[config.mk]
export PLATFORM = sky130hd
export DESIGN_NAME = logic_reduce_pipe
export DESIGN_NICKNAME = d
export VERILOG_FILES = /design/src/rtl/logic_reduce_pipe.sv
export SDC_FILE = /design/constraint.sdc
export NUM_CORES = 1
export LEC_CHECK = 0
export ABC_AREA = 1
export CAP_MARGIN = 20
export CORE_ASPECT_RATIO = 0.7
export CORE_MARGIN = 4
export CORE_UTILIZATION = 35
export DETAILED_ROUTE_END_ITERATION = 6
export PLACE_DENSITY = 0.59
export SLEW_MARGIN = 5
export SYNTH_ARGS = -nofsm -noshare
export SYNTH_HDL_FRONTEND = slang
export SYNTH_SLANG_ARGS = --single-unit
[constraint.sdc]
create_clock -name clk -period 8.9 [get_ports clk]
set_clock_uncertainty 0.2 [all_clocks]
set_input_delay 2.67 -clock clk [delete_from_list [all_inputs] [get_ports clk]]
set_output_delay 2.67 -clock clk [all_outputs]
set_load 0.02 [all_outputs]
[src/rtl/logic_reduce_pipe.sv]
// rtl/logic_reduce_pipe.sv - two-stage elastic N-operand AND/OR/XOR reduce unit with inversion and enable mask
module logic_reduce_pipe #(
    parameter int WIDTH  = 32,
    parameter int NUM_IN = 6,
    parameter int CNT_W  = 16
) (
    input  logic                    clk,
    input  logic                    reset,
    input  logic                    in_valid,
    output logic                    in_ready,
    input  logic [NUM_IN*WIDTH-1:0] in_data,
    input  logic [NUM_IN-1:0]       in_en,
    input  logic [2:0]              in_op,
    input  logic                    flush,
    output logic                    out_valid,
    input  logic                    out_ready,
    output logic [WIDTH-1:0]        out_data,
    output logic                    out_zero,
    output logic                    out_ones,
    output logic [CNT_W-1:0]        out_count
);
    localparam int NG = (NUM_IN + 2) / 3;
    localparam logic [1:0] F_AND = 2'd0;
    localparam logic [1:0] F_OR  = 2'd1;
    localparam logic [1:0] F_XOR = 2'd2;

    function automatic logic [WIDTH-1:0] ident(input logic [1:0] f);
        return (f == F_AND) ? {WIDTH{1'b1}} : {WIDTH{1'b0}};
    endfunction

    function automatic logic [WIDTH-1:0] combine(input logic [WIDTH-1:0] a,
                                                 input logic [WIDTH-1:0] b,
                                                 input logic [1:0] f);
        case (f)
            F_AND:   return a & b;
            F_OR:    return a | b;
            default: return a ^ b;
        endcase
    endfunction

    logic                  s1_valid_q, s1_valid_d;
    logic [NG*WIDTH-1:0]   s1_part_q, s1_part_d;
    logic [1:0]            s1_func_q, s1_func_d;
    logic                  s1_inv_q, s1_inv_d;
    logic                  s2_valid_q, s2_valid_d;
    logic [WIDTH-1:0]      out_data_q, out_data_d;
    logic                  out_zero_q, out_zero_d;
    logic                  out_ones_q, out_ones_d;
    logic [CNT_W-1:0]      cnt_q, cnt_d;

    logic                  s2_load, s1_load, in_fire;
    logic [NUM_IN-1:0]     en_eff;
    logic [NG*3-1:0]       en_pad;
    logic [NG*3*WIDTH-1:0] data_pad;
    logic [WIDTH-1:0]      acc, res;

    assign s2_load  = !s2_valid_q || out_ready;
    assign s1_load  = !s1_valid_q || s2_load;
    assign in_ready = !flush && s1_load;
    assign in_fire  = in_valid && in_ready;

    // Pass/NOT reuse the OR datapath with only channel 0 enabled.
    always_comb begin
        s1_func_d = (in_op[1:0] == 2'b11) ? F_OR : in_op[1:0];
        s1_inv_d  = in_op[2];
        en_eff    = (in_op[1:0] == 2'b11) ? {{(NUM_IN-1){1'b0}}, 1'b1} : in_en;
        en_pad    = '0;
        en_pad[NUM_IN-1:0] = en_eff;
        data_pad  = '0;
        data_pad[NUM_IN*WIDTH-1:0] = in_data;
        s1_part_d = '0;
        acc       = '0;
        for (int g = 0; g < NG; g++) begin
            acc = ident(s1_func_d);
            for (int k = 0; k < 3; k++) begin
                if (en_pad[g*3+k])
                    acc = combine(acc, data_pad[(g*3+k)*WIDTH +: WIDTH], s1_func_d);
            end
            s1_part_d[g*WIDTH +: WIDTH] = acc;
        end
    end

    always_comb begin
        res = ident(s1_func_q);
        for (int g = 0; g < NG; g++)
            res = combine(res, s1_part_q[g*WIDTH +: WIDTH], s1_func_q);
        if (s1_inv_q)
            res = ~res;

        s1_valid_d = s1_valid_q;
        s2_valid_d = s2_valid_q;
        out_data_d = out_data_q;
        out_zero_d = out_zero_q;
        out_ones_d = out_ones_q;
        cnt_d      = cnt_q;

        if (s1_load)
            s1_valid_d = in_fire;
        if (s2_load) begin
            s2_valid_d = s1_valid_q;
            if (s1_valid_q) begin
                out_data_d = res;
                out_zero_d = (res == '0);
                out_ones_d = (res == {WIDTH{1'b1}});
            end
        end
        if (s2_valid_q && out_ready && !flush)
            cnt_d = cnt_q + 1'b1;
        if (flush) begin
            s1_valid_d = 1'b0;
            s2_valid_d = 1'b0;
        end
    end

    always_ff @(posedge clk or posedge reset) begin
        if (reset) begin
            s1_valid_q <= 1'b0;
            s1_part_q  <= '0;
            s1_func_q  <= '0;
            s1_inv_q   <= 1'b0;
            s2_valid_q <= 1'b0;
            out_data_q <= '0;
            out_zero_q <= 1'b0;
            out_ones_q <= 1'b0;
            cnt_q      <= '0;
        end else begin
            s1_valid_q <= s1_valid_d;
            s2_valid_q <= s2_valid_d;
            out_data_q <= out_data_d;
            out_zero_q <= out_zero_d;
            out_ones_q <= out_ones_d;
            cnt_q      <= cnt_d;
            if (in_fire) begin
                s1_part_q <= s1_part_d;
                s1_func_q <= s1_func_d;
                s1_inv_q  <= s1_inv_d;
            end
        end
    end

    assign out_valid = s2_valid_q;
    assign out_data  = out_data_q;
    assign out_zero  = out_zero_q;
    assign out_ones  = out_ones_q;
    assign out_count = cnt_q;
endmodule

==> results of run 1 <==
-- per-stage QoR --
stage | setup WS [ps] | total power, mW | instances
CTS | 1859 | 3.284 | 3647
global route | 1804 | 3.558 | 3648
floorplan | 2500 | 1.870 | 2740
finish | 1851 | 3.253 | 3648
global placement | 1696 | 2.424 | 3614
detailed placement | 1600 | 2.490 | 3615
-- registers in the layout, indices dropped and copies added, names as in the netlist --
| name | flops |
|---|---|
| out_data | 32 |
| out_count | 16 |
| s1_part_q | 64 |
| out_valid | 1 |
| s1_valid_q | 1 |
| s1_func_q | 2 |
| out_zero | 1 |
| s1_inv_q | 1 |
| out_ones | 1 |
-- report_power, final --
part | leakage [nW] | internal [mW] | switching (mW)
logic | 10.2 | 0.677 | 1.07
clock network | 0.298 | 0.490 | 0.282
registers | 1.49 | 0.650 | 0.0868
total | 12.0 | 1.82 | 1.43
-- worst max path at each step --
stage                                      endpoint  slack, ps
after detailed placement  s1_part_q[22]$_DFFE_PP0P_       1600
after floorplan            s1_part_q[1]$_DFFE_PP0P_       2500
final                                      in_ready       1850
after global placement    s1_part_q[23]$_DFFE_PP0P_       1700
after global routing                       in_ready       1800
after CTS                                  in_ready       1860
-- per-layer routing --
metal	track usage	share of wire	wire length, µm	vias to the layer above
met2	0.3629	0.46	29630	459
li1	-	-	-	9253
met3	0.02492	0.040	2535	64
met5	0	0	0	-
met4	0.05300	0.020	1295	0
met1	0.2871	0.48	30400	9092
-- logic make-up after synthesis --
family / Yosys count / share of synthesized area
AO/OA/AOI/OAI: 521 / 0.1988
XOR/XNOR: 14 / 0.006301
adder cells (fa/ha/maj): 447 / 0.2874
buffers and inverters: 654 / 0.1347
flip-flops: 119 / 0.1530
multiplexers: 32 / 0.01646
AND/OR/NAND/NOR: 953 / 0.2034
-- layout by cell type (no fill, tap or decap), drive strengths merged, types with 5 or more instances in the layout --
cell type      count
a221oi            32
a211oi            30
clkbuf            21
o21ai            234
xnor2              8
xor2               6
a21oi             32
o211ai            35
nor2             110
nand2            704
ha               447
inv              504
a31oi             63
clkinvlp           5
o21a              49
nand3             65
buf               29
nand4             59
mux2i             32
clkdlybuf4s50    256
or2               11
dfrtp            119
o221ai            45
-- critical path, delay by kind of cell --
family,cells,cell delay [ps]
buf+inv,5,1260
simple gates,3,240
-- area by class of cell --
type,instances,share of cell area
Multi-Input combinational cell,1967,0.5987
Sequential cell,119,0.1285
Timing Repair Buffer,285,0.1232
Inverter,505,0.08194
Tap cell,740,0.03992
Clock buffer,21,0.02028
Clock inverter,11,0.007390
==> run_results.csv, run 1 <==
group,metric,value,unit
status,outcome,"finished clean",
worst_setup_path,cpPeakStageDelay,600,ps
yosys,synthFlopType,"dfrtp_1",
clock_network,cts_setup_buffers,0,
die,io-pin-count,258,
timing,setup_viol,0,
final_layout,multiInputGateArea,0.01389,mm²
pwr,ir_worst_vdd,0.1463,mV
yosys,syn_area,0.01946,mm²
yosys,netlist.area_leader.share,0.2874,
place,place.port_buffers,257,
global_routing,grtUsageTotal,0.2125,
worst_setup_path,crit_top_cell,"inv_1",
drt,drc_errors,0,
min_path,hp-start,"out_count[15]$_DFFE_PP0P_",
timing,slew_headroom,0.3128,
timing,fmax,0.1419,GHz
worst_setup_path,end_kind,"output pin",
timing,hold_violations,0,
min_path,hold_class,"reg -> reg",
yosys,netlist_instances,2740,
worst_setup_path,crit_fanout,3,
die,rows,72,
min_path,hold_end,"out_count[15]$_DFFE_PP0P_",
min_path,whs_path_depth,1,
timing,fin_tns_setup,0,ps
timing,min_period_over_period,0.7920,
global_routing,globalRouteOverflowTotal,0,
worst_setup_path,r2r_end,"out_ones$_DFFE_PP0P_",
drt,ant_nets,0,
final_layout,num-fill-cells,5571,
final_layout,drive_gt1_frac,0.07187,
drt,wirelength,63870,µm
final_layout,fin_util,0.4207,
drt,first_pass_iters,7,
worst_setup_path,path_class,"in -> out",
clock_network,clockBufferDepth,2,
worst_setup_path,cp-startpoint,"out_ready",
clock_network,insertion_delay,450,ps
place,placed_area,0.02253,mm²
yosys,synth_most_common_cell,"nand2_1",
timing,fin_crit,7049,ps
worst_setup_path,worst_setup_path_start_kind,"input pin",
worst_setup_path,reg2reg_depth,16,
place,gp_congestion,0.8307,
timing,worst_slew_pin_slew,1030,ps
drt,routedWlPerCell,17.51,µm
global_routing,grt_start_max_net_pins,131,
die,fp.dieW,289.8,µm
clock_network,clock_sinks,119,
clock_network,cts_tree,"done",
yosys,ys_ff_latch,119,
final_layout,seqCellArea,0.002982,mm²
global_routing,antenna_found_initial,1,
timing,whs,271.5,ps
drt,vias,18868,
worst_setup_path,critPathArrivalTime,4180,ps
clock_network,cts.reportedPaths.clkPinSlew,60,ps
yosys,synth_nets,3393,
timing,drv_slew,0,
yosys,syn_avg_cell_area,7.103,µm²
yosys,synthArstFlopShare,1.000,
place,place_hpwl,46720,µm
final_layout,nNetsFinal,3548,
final_layout,synthToLayoutAreaGrowth,19.18,%
yosys,seq_area_frac_synth,0.1530,
clock_network,ctsResizeCount,0,
timing,rsz0062_at_grt,"false",
worst_setup_path,crit_slowest_cell,"clkdlybuf4s50_1",
worst_setup_path,ff2ff_setup_slack,3980,ps
final_layout,stdcell_area,0.02319,mm²
pwr,power.leakage,11.96,nW
die,core,0.05513,mm²
clock_network,cts_buffers,17,
yosys,yosys.area.top_type,"ha_1",
global_routing,grt_pass1_vias,18687,
worst_setup_path,reg2reg_from,"s1_func_q[0]$_DFFE_PP0P_",
drt,vias_per_cell,5.172,
yosys,yosys_warnings,0,
clock_network,hold_buffers,0,
worst_setup_path,path_cells,"clkdlybuf4s50_1 -> inv_1 -> nand2_1 -> nor2_1 -> inv_1 -> nand2_1 -> inv_1 -> clkdlybuf4s50_1",
drt,drtIter0Drc,1305,
clock_network,root_buffer,"clkbuf_16",
clock_network,cts_max_level,4,
pwr,powerDensity,140.3,mW/mm²
global_routing,grt_pass1_wl,102100,µm
yosys,synth_edf_count,0,
yosys,ys_types,39,
die,start_util,0.3530,
worst_setup_path,crit_required,6030,ps
die,fp.dieH,205.3,µm
final_layout,diodes,0,
yosys,yosys-top-cells-count,"nand2_1 (681), inv_1 (479), ha_1 (447), dfrtp_1 (119), o21ai_0 (109)",
yosys,yosys-top-cells-area,"ha_1 (29%), dfrtp_1 (15%), nand2_1 (13%)",
job,max-cap-violations,0,
die,dieArea,0.05950,mm²
No activity file was read; power rests on OpenSTA's default activity.
==> run 2: changes to the inputs <==
--- a/config.mk
+++ b/config.mk
@@ -11,7 +11,7 @@
 export CORE_MARGIN = 4
 export CORE_UTILIZATION = 35
 export DETAILED_ROUTE_END_ITERATION = 6
-export PLACE_DENSITY = 0.59
+export PLACE_DENSITY = 0.61
 export SLEW_MARGIN = 5
 export SYNTH_ARGS = -nofsm -noshare
 export SYNTH_HDL_FRONTEND = slang
==> constraint.sdc (replaced) <==
create_clock -name clk -period 5.7 [get_ports clk]
set_clock_uncertainty 0.2 [all_clocks]
set_input_delay 1.71 -clock clk [delete_from_list [all_inputs] [get_ports clk]]
set_output_delay 1.71 -clock clk [all_outputs]
set_load 0.02 [all_outputs]
==> run_results.csv, run 2 (synthesis gave the netlist of run 1 again) <==
group,metric,value,unit
clock_network,cts_setup_buffers,0,
worst_setup_path,ff2ff_setup_slack,1900,ps
clock_network,cts_tree,"done",
drt,first_pass_iters,6,
die,fp.dieW,289.8,µm
status,outcome,"finished clean",
min_path,hold_class,"reg -> reg",
clock_network,hold_buffers,0,
clock_network,root_buffer,"clkbuf_16",
final_layout,nNetsFinal,3580,
timing,setup_viol,0,
drt,vias_per_cell,4.894,
drt,vias,18014,
die,dieArea,0.05950,mm²
timing,hold_violations,0,
timing,fin_crit,5094,ps
clock_network,clock_sinks,119,
pwr,power_frac_comb,0.537,
final_layout,synthToLayoutAreaGrowth,20.70,%
pwr,switching_power,2.209,mW
pwr,p_int,2.875,mW
drt,ant_nets,0,
timing,worst_slew_pin_slew,1023,ps
clock_network,cts_max_level,4,
final_layout,regMostFlops,"s1_part_q",
place,gp_congestion,0.8496,
worst_setup_path,path_class,"in -> out",
final_layout,mostFrequentLayoutCell,"nand2_1",
worst_setup_path,worst_setup_path_start_kind,"input pin",
pwr,clockPowerShare,0.242,
timing,fin_tns_setup,0,ps
timing,whs,275.2,ps
pwr,powerDensity,216.4,mW/mm²
clock_network,ctsResizeCount,0,
timing,drv_slew,0,
die,rows,72,
worst_setup_path,critPathArrivalTime,3180,ps
place,place_hpwl,45320,µm
global_routing,grt_pass1_wl,94980,µm
pwr,seqPwrFrac,0.221,
timing,rsz0062_at_grt,"false",
worst_setup_path,crit_fanout,3,
clock_network,cts_buffers,17,
clock_network,insertion_delay,440,ps
final_layout,layout_common_cells,"nand2_1 (677), inv_1 (478), ha_1 (447)",
die,start_util,0.3530,
die,core,0.05513,mm²
timing,min_period_over_period,0.8936,
drt,drc_errors,0,
pwr,swShare,0.4345,
drt,drtIter0Drc,1223,
pwr,power.leakage,12.14,nW
drt,routedWlPerCell,16.19,µm
pwr,ir_worst_vdd,0.2321,mV
worst_setup_path,crit_required,3790,ps
final_layout,drive_gt1_frac,0.08231,
worst_setup_path,end_kind,"output pin",
global_routing,antenna_found_initial,2,
job,max-cap-violations,0,
place,place.port_buffers,257,
clock_network,clockBufferDepth,2,
global_routing,grtUsageTotal,0.1992,
global_routing,grt_start_max_net_pins,72,
final_layout,largest_register_ffs,64,
global_routing,globalRouteOverflowTotal,0,
clock_network,cts.reportedPaths.clkPinSlew,60,ps
timing,slew_headroom,0.3171,
drt,wirelength,59610,µm
timing,fmax,0.1963,GHz
die,fp.dieH,205.3,µm
global_routing,grt_pass1_vias,17139,
die,io-pin-count,258,
[run 2: power by group through the flow]
stage,Clock [mW],Sequential (mW),Combinational (mW)
3_5_place_dp,0,1.14,2.74
2_1_floorplan,0,1.22,1.70
4_1_cts,1.26,1.12,2.76
5_1_grt,1.29,1.14,3.13
3_3_place_gp,0,1.14,2.70
6_report,1.23,1.12,2.73
[run 2: per-layer routing]
layer  up-vias  wire [µm]  track usage
li1       9316          -            -
met5         -         27            0
met2       393      26530       0.3263
met4         4        947      0.03598
met3        54       3360      0.03345
met1      8247      28740       0.2792
[run 2: path summary, 6_finish.rpt]
path,endpoint,startpoint,cells past startpoint
worst min register to register,out_count[15]$_DFFE_PP0P_,out_count[15]$_DFFE_PP0P_,1
worst min-delay path,out_count[15]$_DFFE_PP0P_,out_count[15]$_DFFE_PP0P_,1
min in group asynchronous,out_valid$_DFFE_PP0P_,reset,3
max in group asynchronous,s1_func_q[1]$_DFFE_PP0P_,reset,3
worst max-delay path,in_ready,out_ready,8
worst max register to register,out_ones$_DFFE_PP0P_,s1_func_q[0]$_DFFE_PP0P_,19
[run 2: layout make-up]
cell class              instances  area [µm²]
multi-input cells            1967       13890
flip-flops and latches        119        2979
fillers                      5696       31640
well taps                     740       925.9
diodes                          1       2.502
repair buffers                317        3133
clock inverters                14       221.5
inverters                     505        1901
clock buffers                  18       439.2
[run 2: per-stage QoR]
stage	util	instances	instance area [µm²]	setup WS, ps	total power, mW
CTS	0.4260	3680	23490	598.4	5.141
floorplan	-	2740	19460	260.0	2.920
global route	0.4260	3680	23490	410.2	5.569
finish	0.4260	3681	23490	606.2	5.084
detailed placement	0.4140	3648	22830	302.2	3.874
global placement	0.4140	3648	22830	365.4	3.834
[run 2: worst max-delay path: stages]
cell and delay (ps):
clkdlybuf4s50_1 470, inv_1 40, nand2_1 100, nor2_1 50
inv_1 60, nand2_1 90, inv_1 70, clkdlybuf4s50_1 590
==> run 3: changes to the inputs <==
--- a/config.mk
+++ b/config.mk
@@ -11,6 +11,7 @@
 export CORE_MARGIN = 4
 export CORE_UTILIZATION = 35
 export DETAILED_ROUTE_END_ITERATION = 6
+export HOLD_SLACK_MARGIN = 0.06
 export PLACE_DENSITY = 0.61
 export SLEW_MARGIN = 5
 export SYNTH_ARGS = -nofsm -noshare
==> results of run 3 <==
Same layout as run 2: the final DEF is identical, and so are final timing and power.
